### config.mk
export PLATFORM = sky130hd
export DESIGN_NAME = hazard_ctrl
export DESIGN_NICKNAME = d
export VERILOG_FILES = /design/src/rtl/hazard_ctrl.sv
export SDC_FILE = /design/constraint.sdc
export NUM_CORES = 1
export LEC_CHECK = 0
export ABC_AREA = 1
export ABC_CLOCK_PERIOD_IN_PS = 1300
export BUFFER_PORTS_ARGS = -buffer_cell sky130_fd_sc_hd__clkbuf_2
export CAP_MARGIN = 20
export CORE_MARGIN = 1
export CORE_UTILIZATION = 45
export DETAILED_ROUTE_END_ITERATION = 8
export PLACE_DENSITY_LB_ADDON = 0.3
export SETUP_SLACK_MARGIN = 0.5
export SLEW_MARGIN = 20
export SYNTH_ARGS = -nofsm -noshare
export SYNTH_HDL_FRONTEND = slang
export SYNTH_SLANG_ARGS = --single-unit
### constraint.sdc
create_clock -name clk_i -period 1.3 [get_ports clk_i]
set_input_delay 0.065 -clock clk_i [delete_from_list [all_inputs] [get_ports clk_i]]
set_output_delay 0.065 -clock clk_i [all_outputs]
set_load 0.01 [all_outputs]
### src/rtl/hazard_ctrl.sv
// Pipeline hazard controller: per-stage stall/squash from memory handshakes, redirects,
// load-use and CSR flushes, plus a dmem stall watchdog. Optional perf counters: HAZARD_PERF_CNT_EN.
module hazard_ctrl #(
  parameter int NUM_STAGES    = 5,
  parameter int FLUSH_CYCLES  = 2,
  parameter int STALL_TIMEOUT = 255
) (
  input  logic                  clk_i,
  input  logic                  rst_ni,
  input  logic                  imem_gnt_i,
  input  logic                  imem_rvalid_i,
  input  logic                  dmem_gnt_i,
  input  logic                  dmem_rvalid_i,
  input  logic                  dmem_expected_i,
  input  logic                  redirect_i,
  input  logic                  csr_flush_i,
  input  logic                  load_use_stall_i,
  input  logic                  timeout_clr_i,
  output logic [NUM_STAGES-1:0] stage_stall_o,
  output logic [NUM_STAGES-1:0] stage_squash_o,
  output logic                  flush_busy_o,
  output logic                  timeout_o
`ifdef HAZARD_PERF_CNT_EN
  ,
  output logic [31:0]           perf_stall_cycles_o,
  output logic [31:0]           perf_flushes_o
`endif
);

  localparam int              WD_W       = $clog2(STALL_TIMEOUT + 1);
  localparam logic [WD_W-1:0] WD_MAX     = WD_W'(STALL_TIMEOUT);
  localparam logic [3:0]      FLUSH_LOAD = 4'(FLUSH_CYCLES);

  logic            imem_stall;
  logic            dmem_stall;
  logic [3:0]      flush_cnt_q, flush_cnt_d;
  logic [WD_W-1:0] wd_cnt_q, wd_cnt_d;
  logic            timeout_d;

  assign imem_stall = !(imem_gnt_i && imem_rvalid_i);
  assign dmem_stall = dmem_expected_i && !(dmem_gnt_i && dmem_rvalid_i);

  // A new CSR flush restarts the countdown even if one is already running.
  always_comb begin
    flush_cnt_d = flush_cnt_q;
    if (csr_flush_i)              flush_cnt_d = FLUSH_LOAD;
    else if (flush_cnt_q != 4'd0) flush_cnt_d = flush_cnt_q - 4'd1;
  end

  assign flush_busy_o = csr_flush_i | (flush_cnt_q != 4'd0);

  always_comb begin
    stage_stall_o     = {NUM_STAGES{dmem_stall}};
    stage_squash_o    = '0;
    stage_stall_o[0]  = imem_stall | dmem_stall | flush_busy_o | load_use_stall_i;
    stage_squash_o[0] = redirect_i;
    stage_stall_o[1]  = imem_stall | dmem_stall | load_use_stall_i;
    stage_squash_o[1] = redirect_i | flush_busy_o;
    stage_squash_o[2] = load_use_stall_i | imem_stall;
  end

  // Timeout is set on the same edge the counter reaches its limit; clear beats set.
  always_comb begin
    wd_cnt_d  = '0;
    timeout_d = timeout_o;
    if (timeout_clr_i) begin
      wd_cnt_d  = '0;
      timeout_d = 1'b0;
    end else if (dmem_stall) begin
      wd_cnt_d = (wd_cnt_q == WD_MAX) ? WD_MAX : wd_cnt_q + WD_W'(1);
      if (wd_cnt_d == WD_MAX) timeout_d = 1'b1;
    end
  end

  always_ff @(posedge clk_i or negedge rst_ni) begin
    if (!rst_ni) begin
      flush_cnt_q <= 4'd0;
      wd_cnt_q    <= '0;
      timeout_o   <= 1'b0;
    end else begin
      flush_cnt_q <= flush_cnt_d;
      wd_cnt_q    <= wd_cnt_d;
      timeout_o   <= timeout_d;
    end
  end

`ifdef HAZARD_PERF_CNT_EN
  logic flush_busy_q;

  always_ff @(posedge clk_i or negedge rst_ni) begin
    if (!rst_ni) begin
      flush_busy_q        <= 1'b0;
      perf_stall_cycles_o <= 32'd0;
      perf_flushes_o      <= 32'd0;
    end else begin
      flush_busy_q <= flush_busy_o;
      if (stage_stall_o[0] && (perf_stall_cycles_o != 32'hFFFF_FFFF))
        perf_stall_cycles_o <= perf_stall_cycles_o + 32'd1;
      if (flush_busy_o && !flush_busy_q && (perf_flushes_o != 32'hFFFF_FFFF))
        perf_flushes_o <= perf_flushes_o + 32'd1;
    end
  end
`endif

endmodule

==> results of run 1 <==
worst max path at each step:
stage                          startpoint                    end  slack [ns]  depth (start not counted)
2_1_floorplan       wd_cnt_q[0]$_DFF_PN0_  timeout_o$_DFFE_PN0P_       -0.05                         10
3_3_place_gp        wd_cnt_q[1]$_DFF_PN0_  timeout_o$_DFFE_PN0P_       -0.02                          9
3_5_place_dp        wd_cnt_q[1]$_DFF_PN0_  timeout_o$_DFFE_PN0P_        -0.1                          9
4_1_cts        flush_cnt_q[0]$_DFFE_PN0P_      stage_squash_o[1]       -0.18                          7
5_1_grt             wd_cnt_q[1]$_DFF_PN0_  timeout_o$_DFFE_PN0P_       -0.29                         10
6_report            wd_cnt_q[1]$_DFF_PN0_  timeout_o$_DFFE_PN0P_       -0.21                          9
flip-flops by register name (all words and copies together) (netlist names):
register     count
timeout_o        1
flush_cnt_q      4
wd_cnt_q         8
what timing repair did:
item,CTS,global route
hold buffers,2,0
resized for setup,27,17
setup endpoints to repair,17,18
endpoints found under the hold margin,15,0
setup buffers,7,3
pin swaps,16,8
cloned,1,0
cells by family (layout without fill, tap and decap cells):
logic type | Yosys count | in the layout | synth area share (%)
buffers and inverters | 25 | 63 | 15.0
AO/OA/AOI/OAI | 10 | 10 | 6.95
flip-flops | 13 | 13 | 39.3
AND/OR/NAND/NOR | 62 | 63 | 32.2
XOR/XNOR | 3 | 3 | 3.17
other | 1 | 2 | 0.453
adder cells (fa/ha/maj) | 2 | 2 | 3.02
final cells by class:
type | instances | area (µm²)
fill | 125 | 412
inverter | 18 | 67.6
sequential | 13 | 327
timing repair buffer | 41 | 295
tap | 25 | 31.3
multi-input combinational | 80 | 568
clock buffer | 4 | 26.3
through the flow:
stage / hold slack, ns / cell area (µm²) / std cells / power [mW] / util [%]
finish: 0.0146 / 1320 / 181 / 1.23 / 76.2
global route: 0.00791 / 1320 / 181 / 1.31 / 76.2
CTS: 0.00768 / 1240 / 178 / 1.17 / 71.6
detailed placement: -0.0215 / 1030 / 164 / 0.835 / 59.5
global placement: -0.0213 / 1030 / 164 / 0.815 / 59.5
floorplan: -0.231 / 885 / 117 / 0.746 / -
layout by cell type (no fill, tap or decap), types with 2 or more instances in the layout:
cell type,n
dfrtp_1,12
clkbuf_2,18
conb_1,2
nor2_1,6
a21oi_2,4
buf_6,8
a31oi_1,2
nand2_2,7
dlygate4sd3_1,2
inv_2,5
nor2_4,4
buf_4,12
nand2_4,4
nor2_2,7
nand2_1,22
clkbuf_4,3
ha_4,2
nand3_1,5
nand3_2,4
inv_1,13
xnor2_2,2
power by group through the flow:
stage	Clock (mW)	Combinational [mW]	Sequential (mW)
2_1_floorplan	0	0.261	0.485
3_3_place_gp	0	0.326	0.489
3_5_place_dp	0	0.344	0.491
4_1_cts	0.259	0.430	0.483
5_1_grt	0.296	0.529	0.488
6_report	0.261	0.490	0.483
worst register-to-register path: stages, from the launching register on:
cell,delay [ns]
dfrtp_1,0.41
ha_4,0.17
nand2_2,0.08
nor2_4,0.19
nand2_4,0.11
nand2_2,0.09
nand2_2,0.07
nor2_2,0.14
nand3_2,0.08
a21oi_2,0.11
per-layer routing:
metal | up-vias | part of all wire (%)
met5 | - | 0
met4 | 0 | 4.0
met3 | 12 | 6.3
met2 | 53 | 51
met1 | 430 | 39
li1 | 433 | -
==> flow_summary_export.csv, run 1 <==
group,metric,value,unit
routing,num_vias,928,
global_routing,grt_max_degree,14,
worst_setup_path,timing.reg2reg.setup_slack,-0.21,ns
cts,clkTransAtPathRegs,0.09,ns
cts,clock-sinks,13,
min_path,worstHoldPathType,"primary input to register",
global_routing,grt.met1_usage,33.4,%
power_and_ir_drop,combPwrFrac,39.7,%
routing,first_iter_violations,30,
routing,avgRoutedWirePerCell,14.5,µm
routing,drcViolationCount,0,
worst_setup_path,arrival,1.72,ns
floorplanning,core_area,1730,µm²
power_and_ir_drop,peakVddDrop,0.674,mV
logic_synthesis,ys_top_cells_by_count,"29 x nand2_1, 16 x inv_1, 14 x nor2_1",
global_routing,busiest_layer,"met2",
final_layout,nNetsFinal,170,
sta,hold_viol,0,
sta,fmax,663,MHz
min_path,holdPathStages,2,
power_and_ir_drop,power_frac_seq,39.1,%
routing,ant_nets,0,
global_routing,use_met2,43.2,%
global_routing,grt_pass1_vias,853,
floorplanning,die_h,44.9,µm
worst_setup_path,required,1.51,ns
sta,fin_tns_setup,-1.02,ns
worst_setup_path,crit_family,"simple AND/OR/NAND/NOR gates",
logic_synthesis,synth_most_common_cell,"nand2_1",
routing,routed_wl,2630,µm
status,violations,"negative setup slack",
routing,vias_per_cell,5.13,
logic_synthesis,synth-edff-count,0,
min_path,worstHoldEndpoint,"flush_cnt_q[2]$_DFFE_PN0P_",
sta,fin_crit_sh,116,%
worst_setup_path,crit_path_top_delay_cell,"dfrtp_1",
cts,htreeDepth,1,
floorplanning,io_pins,23,
final_layout,syn2layout_area_growth,58.8,%
power_and_ir_drop,swShare,34.9,%
global_routing,antenna_found_initial,0,
power_and_ir_drop,power.switching,0.431,mW
logic_synthesis,synth_cell_types,22,
sta,fin_ws,-0.208,ns
logic_synthesis,synth-seq-area-share,39.3,%
power_and_ir_drop,power_leakage,0.667,nW
job,drv_cap,0,
worst_setup_path,cpMostUsedCell,"nand2_2",
logic_synthesis,syn_inst,116,
global_routing,grt_usage,25.6,%
floorplanning,dieArea,2020,µm²
cts,cts_made_buffers,3,
power_and_ir_drop,cellPowerDensity,939,nW/µm²
logic_synthesis,synth_area_leaders,"dfrtp_1 39%, nand2_1 13%, inv_1 7.3%, nor2_1 6.3%, nand3_1 6.0%",
logic_synthesis,ys_ff_latch,13,
worst_setup_path,r2r_cells,9,
global_routing,grtUsageMet3,4.40,%
sta,slew_viol_final,0,
power_and_ir_drop,clkPwrFrac,21.2,%
worst_setup_path,max_stage_delay,0.41,ns
worst_setup_path,r2r_start,"wd_cnt_q[1]$_DFF_PN0_",
global_routing,grt.overflow.total,0,
logic_synthesis,ys_async_sr_fraction,100,%
worst_setup_path,r2r-end,"timeout_o$_DFFE_PN0P_",
worst_setup_path,path_cells,"ha_4 > nand2_2 > nor2_4 > nand2_4 > nand2_2 > nand2_2 > nor2_2 > nand3_2 > a21oi_2",
worst_setup_path,crit_path_start_kind,"register",
floorplanning,start_util,48.0,%
logic_synthesis,yosysWarnings,0,
floorplanning,die_w,44.9,µm
place,hpwlAfterDp,1380,µm
cts,cts_buffer_depth,2,
worst_setup_path,crit_path_max_fanout,5,
cts,cts_tree,"yes",
global_routing,grt_first_pass_wirelength,3680,µm
final_layout,diodes,0,
logic_synthesis,synth-main-ff-cell,"dfrtp_1",
place,place_ws,-0.0959,ns
floorplanning,num_rows,15,
sta,finalClockSkew,0.00831,ns
logic_synthesis,syn_area,828,µm²
place,port_buffers,20,
sta,rsz0062_at_grt,"true",
cts,root_buffer,"clkbuf_4",
min_path,hp-start,"csr_flush_i",
sta,min_period,1.51,ns
final_layout,drive_gt1_share,55.8,%
power_and_ir_drop,p_int,0.804,mW
logic_synthesis,yosys.area.top_type_share,39.3,%
worst_setup_path,crit_buf_inv,0,
logic_synthesis,synth_top_area_cell,"dfrtp_1",
cts,clkLatencyLatePin,0.28,ns
place,place_congestion,0.816,
worst_setup_path,path_class,"register to register",
sta,setup_viol,10,
worst_setup_path,endpoint_kind,"register",
logic_synthesis,syn_area_per_cell,7.14,µm²
status,status,"finished, violations left",
routing,drtPass1Iterations,4,
(Power assumes the default switching activity.)
==> run 2: changes to the inputs <==
--- a/config.mk
+++ b/config.mk
@@ -9,7 +9,7 @@
 export ABC_CLOCK_PERIOD_IN_PS = 1300
 export BUFFER_PORTS_ARGS = -buffer_cell sky130_fd_sc_hd__clkbuf_2
 export CAP_MARGIN = 20
-export CORE_MARGIN = 1
+export CORE_MARGIN = 10
 export CORE_UTILIZATION = 45
 export DETAILED_ROUTE_END_ITERATION = 8
 export PLACE_DENSITY_LB_ADDON = 0.3
==> flow_summary_export.csv, run 2 (same netlist as run 1, synthesis figures left out) <==
group,metric,value,unit
status,status,"finished, violations left",
status,violations,"negative setup slack",
cts,cts_made_buffers,3,
cts,clock-sinks,13,
global_routing,grt_first_pass_wirelength,4140,µm
worst_setup_path,crit_path_top_delay_cell,"dfrtp_1",
routing,ant_nets,0,
sta,fin_tns_setup,-0.805,ns
final_layout,drive_gt1_share,59.4,%
sta,fin_crit_sh,117,%
worst_setup_path,arrival,1.46,ns
min_path,worstHoldPathType,"primary input to register",
sta,slew_viol_final,0,
sta,min_period,1.52,ns
power_and_ir_drop,power.switching,0.472,mW
final_layout,fin_area,1370,µm²
floorplanning,start_util,47.5,%
cts,cts_buffer_depth,2,
final_layout,top_regs,"wd_cnt_q (8), flush_cnt_q (4), timeout_o (1)",
final_layout,nNetsFinal,169,
worst_setup_path,crit_buf_inv,3,
global_routing,grt_pass1_vias,933,
global_routing,grt_usage,13.0,%
global_routing,grt_max_degree,14,
place,place_congestion,0.805,
floorplanning,num_rows,15,
global_routing,grt.overflow.total,0,
worst_setup_path,crit_path_max_fanout,2,
final_layout,layout.cells.most_common,"nand2_1",
floorplanning,dieArea,3960,µm²
sta,fin_ws,-0.224,ns
place,place_area,1030,µm²
sta,hold_viol,0,
sta,setup_viol,9,
routing,drtPass1Iterations,4,
routing,routed_wl,2850,µm
final_layout,fin_util,78.5,%
floorplanning,die_h,62.9,µm
cts,clkLatencyLatePin,0.30,ns
floorplanning,io_pins,23,
power_and_ir_drop,clkPwrFrac,21.1,%
final_layout,regMostFlops,"wd_cnt_q",
final_layout,syn2layout_area_growth,65.4,%
worst_setup_path,crit_path_start_kind,"register",
sta,rsz0062_at_grt,"true",
final_layout,fin_cells,180,
worst_setup_path,cpMostUsedCell,"inv_2",
power_and_ir_drop,power_frac_seq,36.5,%
power_and_ir_drop,power_leakage,0.675,nW
routing,num_vias,929,
floorplanning,core_area,1750,µm²
sta,fmax,656,MHz
final_layout,fillers,115,
final_layout,diodes,0,
place,hpwlAfterDp,1590,µm
power_and_ir_drop,power.total,1.33,mW
place,place_ws,-0.0925,ns
power_and_ir_drop,peakVddDrop,1.03,mV
worst_setup_path,path_class,"register to output pin",
final_layout,final_cell_mix,"19 x nand2_1, 17 x clkbuf_2, 11 x dfrtp_1, 11 x buf_6, 10 x inv_1",
place,dp_cells,164,
routing,vias_per_cell,5.16,
place,port_buffers,20,
cts,cts_tree,"yes",
sta,finalClockSkew,0.00650,ns
job,drv_cap,0,
power_and_ir_drop,combPwrFrac,42.4,%
floorplanning,die_w,62.9,µm
sta,whs,0.0249,ns
cts,htreeDepth,1,
worst_setup_path,crit_family,"flip-flops",
routing,avgRoutedWirePerCell,15.8,µm
routing,first_iter_violations,34,
power_and_ir_drop,swShare,35.4,%
cts,clkTransAtPathRegs,0.09,ns
worst_setup_path,endpoint_kind,"output pin",
worst_setup_path,path_cells,"inv_2 > ha_4 > nand2_4 > nor2_4 > inv_2 > or2_4 > buf_8",
cts,root_buffer,"clkbuf_4",
worst_setup_path,max_stage_delay,0.39,ns
worst_setup_path,required,1.24,ns
power_and_ir_drop,cellPowerDensity,972,nW/µm²
routing,drcViolationCount,0,
power_and_ir_drop,p_int,0.860,mW
global_routing,antenna_found_initial,0,
final_layout,largest_register_ffs,8,
## run 2: changes by cell type in the layout (fill, tap and decap cells not counted), moves of 2 or more
| cell | change |
|---|---|
| inv_1 | -3 |
| inv_2 | +3 |
| nand2_2 | +2 |
| nand2_1 | -3 |
| a31oi_4 | +2 |
| nor2_4 | +3 |
| buf_6 | +3 |
| nor2_2 | -3 |
| buf_4 | -3 |
## run 2: worst paths after layout
check,startpoint,depth (start not counted),end,slack (ns)
max,flush_cnt_q[0]$_DFFE_PN0P_,7,stage_squash_o[1],-0.22
min,csr_flush_i,2,flush_cnt_q[2]$_DFFE_PN0P_,0.02
max reg2reg,wd_cnt_q[2]$_DFF_PN0_,7,timeout_o$_DFFE_PN0P_,-0.18
min reg2reg,timeout_o$_DFFE_PN0P_,2,timeout_o$_DFFE_PN0P_,0.59
max in group asynchronous,rst_ni,2,wd_cnt_q[3]$_DFF_PN0_,0.81
min in group asynchronous,rst_ni,2,wd_cnt_q[1]$_DFF_PN0_,0.21
## run 2: worst reg2reg max path, cell delays in order, from the launching register on
cell     delay, ns
dfrtp_2       0.51
nand3_1       0.19
o21ai_2       0.26
nand3_1       0.14
nand2_1       0.09
inv_1         0.04
nand3_1       0.07
a21oi_2       0.06
## run 2: area by class of cell
type	count	area, µm²	area share [%]
clock buffer	4	26.3	1.92
inverter	18	67.6	4.93
timing repair buffer	40	312	22.7
tap	25	31.3	2.28
multi-input combinational	80	606	44.2
sequential	13	328	23.9
## run 2: timing repair
item                                    4_1_cts  5_1_grt
endpoints found under the setup margin       17       18
buffers inserted                              6        3
hold endpoints to repair                     15        0
pin swaps                                    13       11
gates resized for setup                      30       31
cloned                                        1        0
hold buffers                                  2        0
## run 2: routing by layer
layer  vias to the layer above  global-route usage, %  share of wire, %
met3                        10                   5.20               7.6
met4                         0                   8.10               2.9
met5                         -                      0                 0
li1                        435                      -                 -
met2                        46                   21.4                49
met1                       438                   13.5                40
## run 2: power by group through the flow
stage / registers [mW] / logic (mW) / clock network, mW
after floorplan: 0.485 / 0.261 / 0
after global routing: 0.490 / 0.614 / 0.313
final: 0.486 / 0.565 / 0.281
after detailed placement: 0.488 / 0.365 / 0
after CTS: 0.481 / 0.503 / 0.258
after global placement: 0.488 / 0.353 / 0
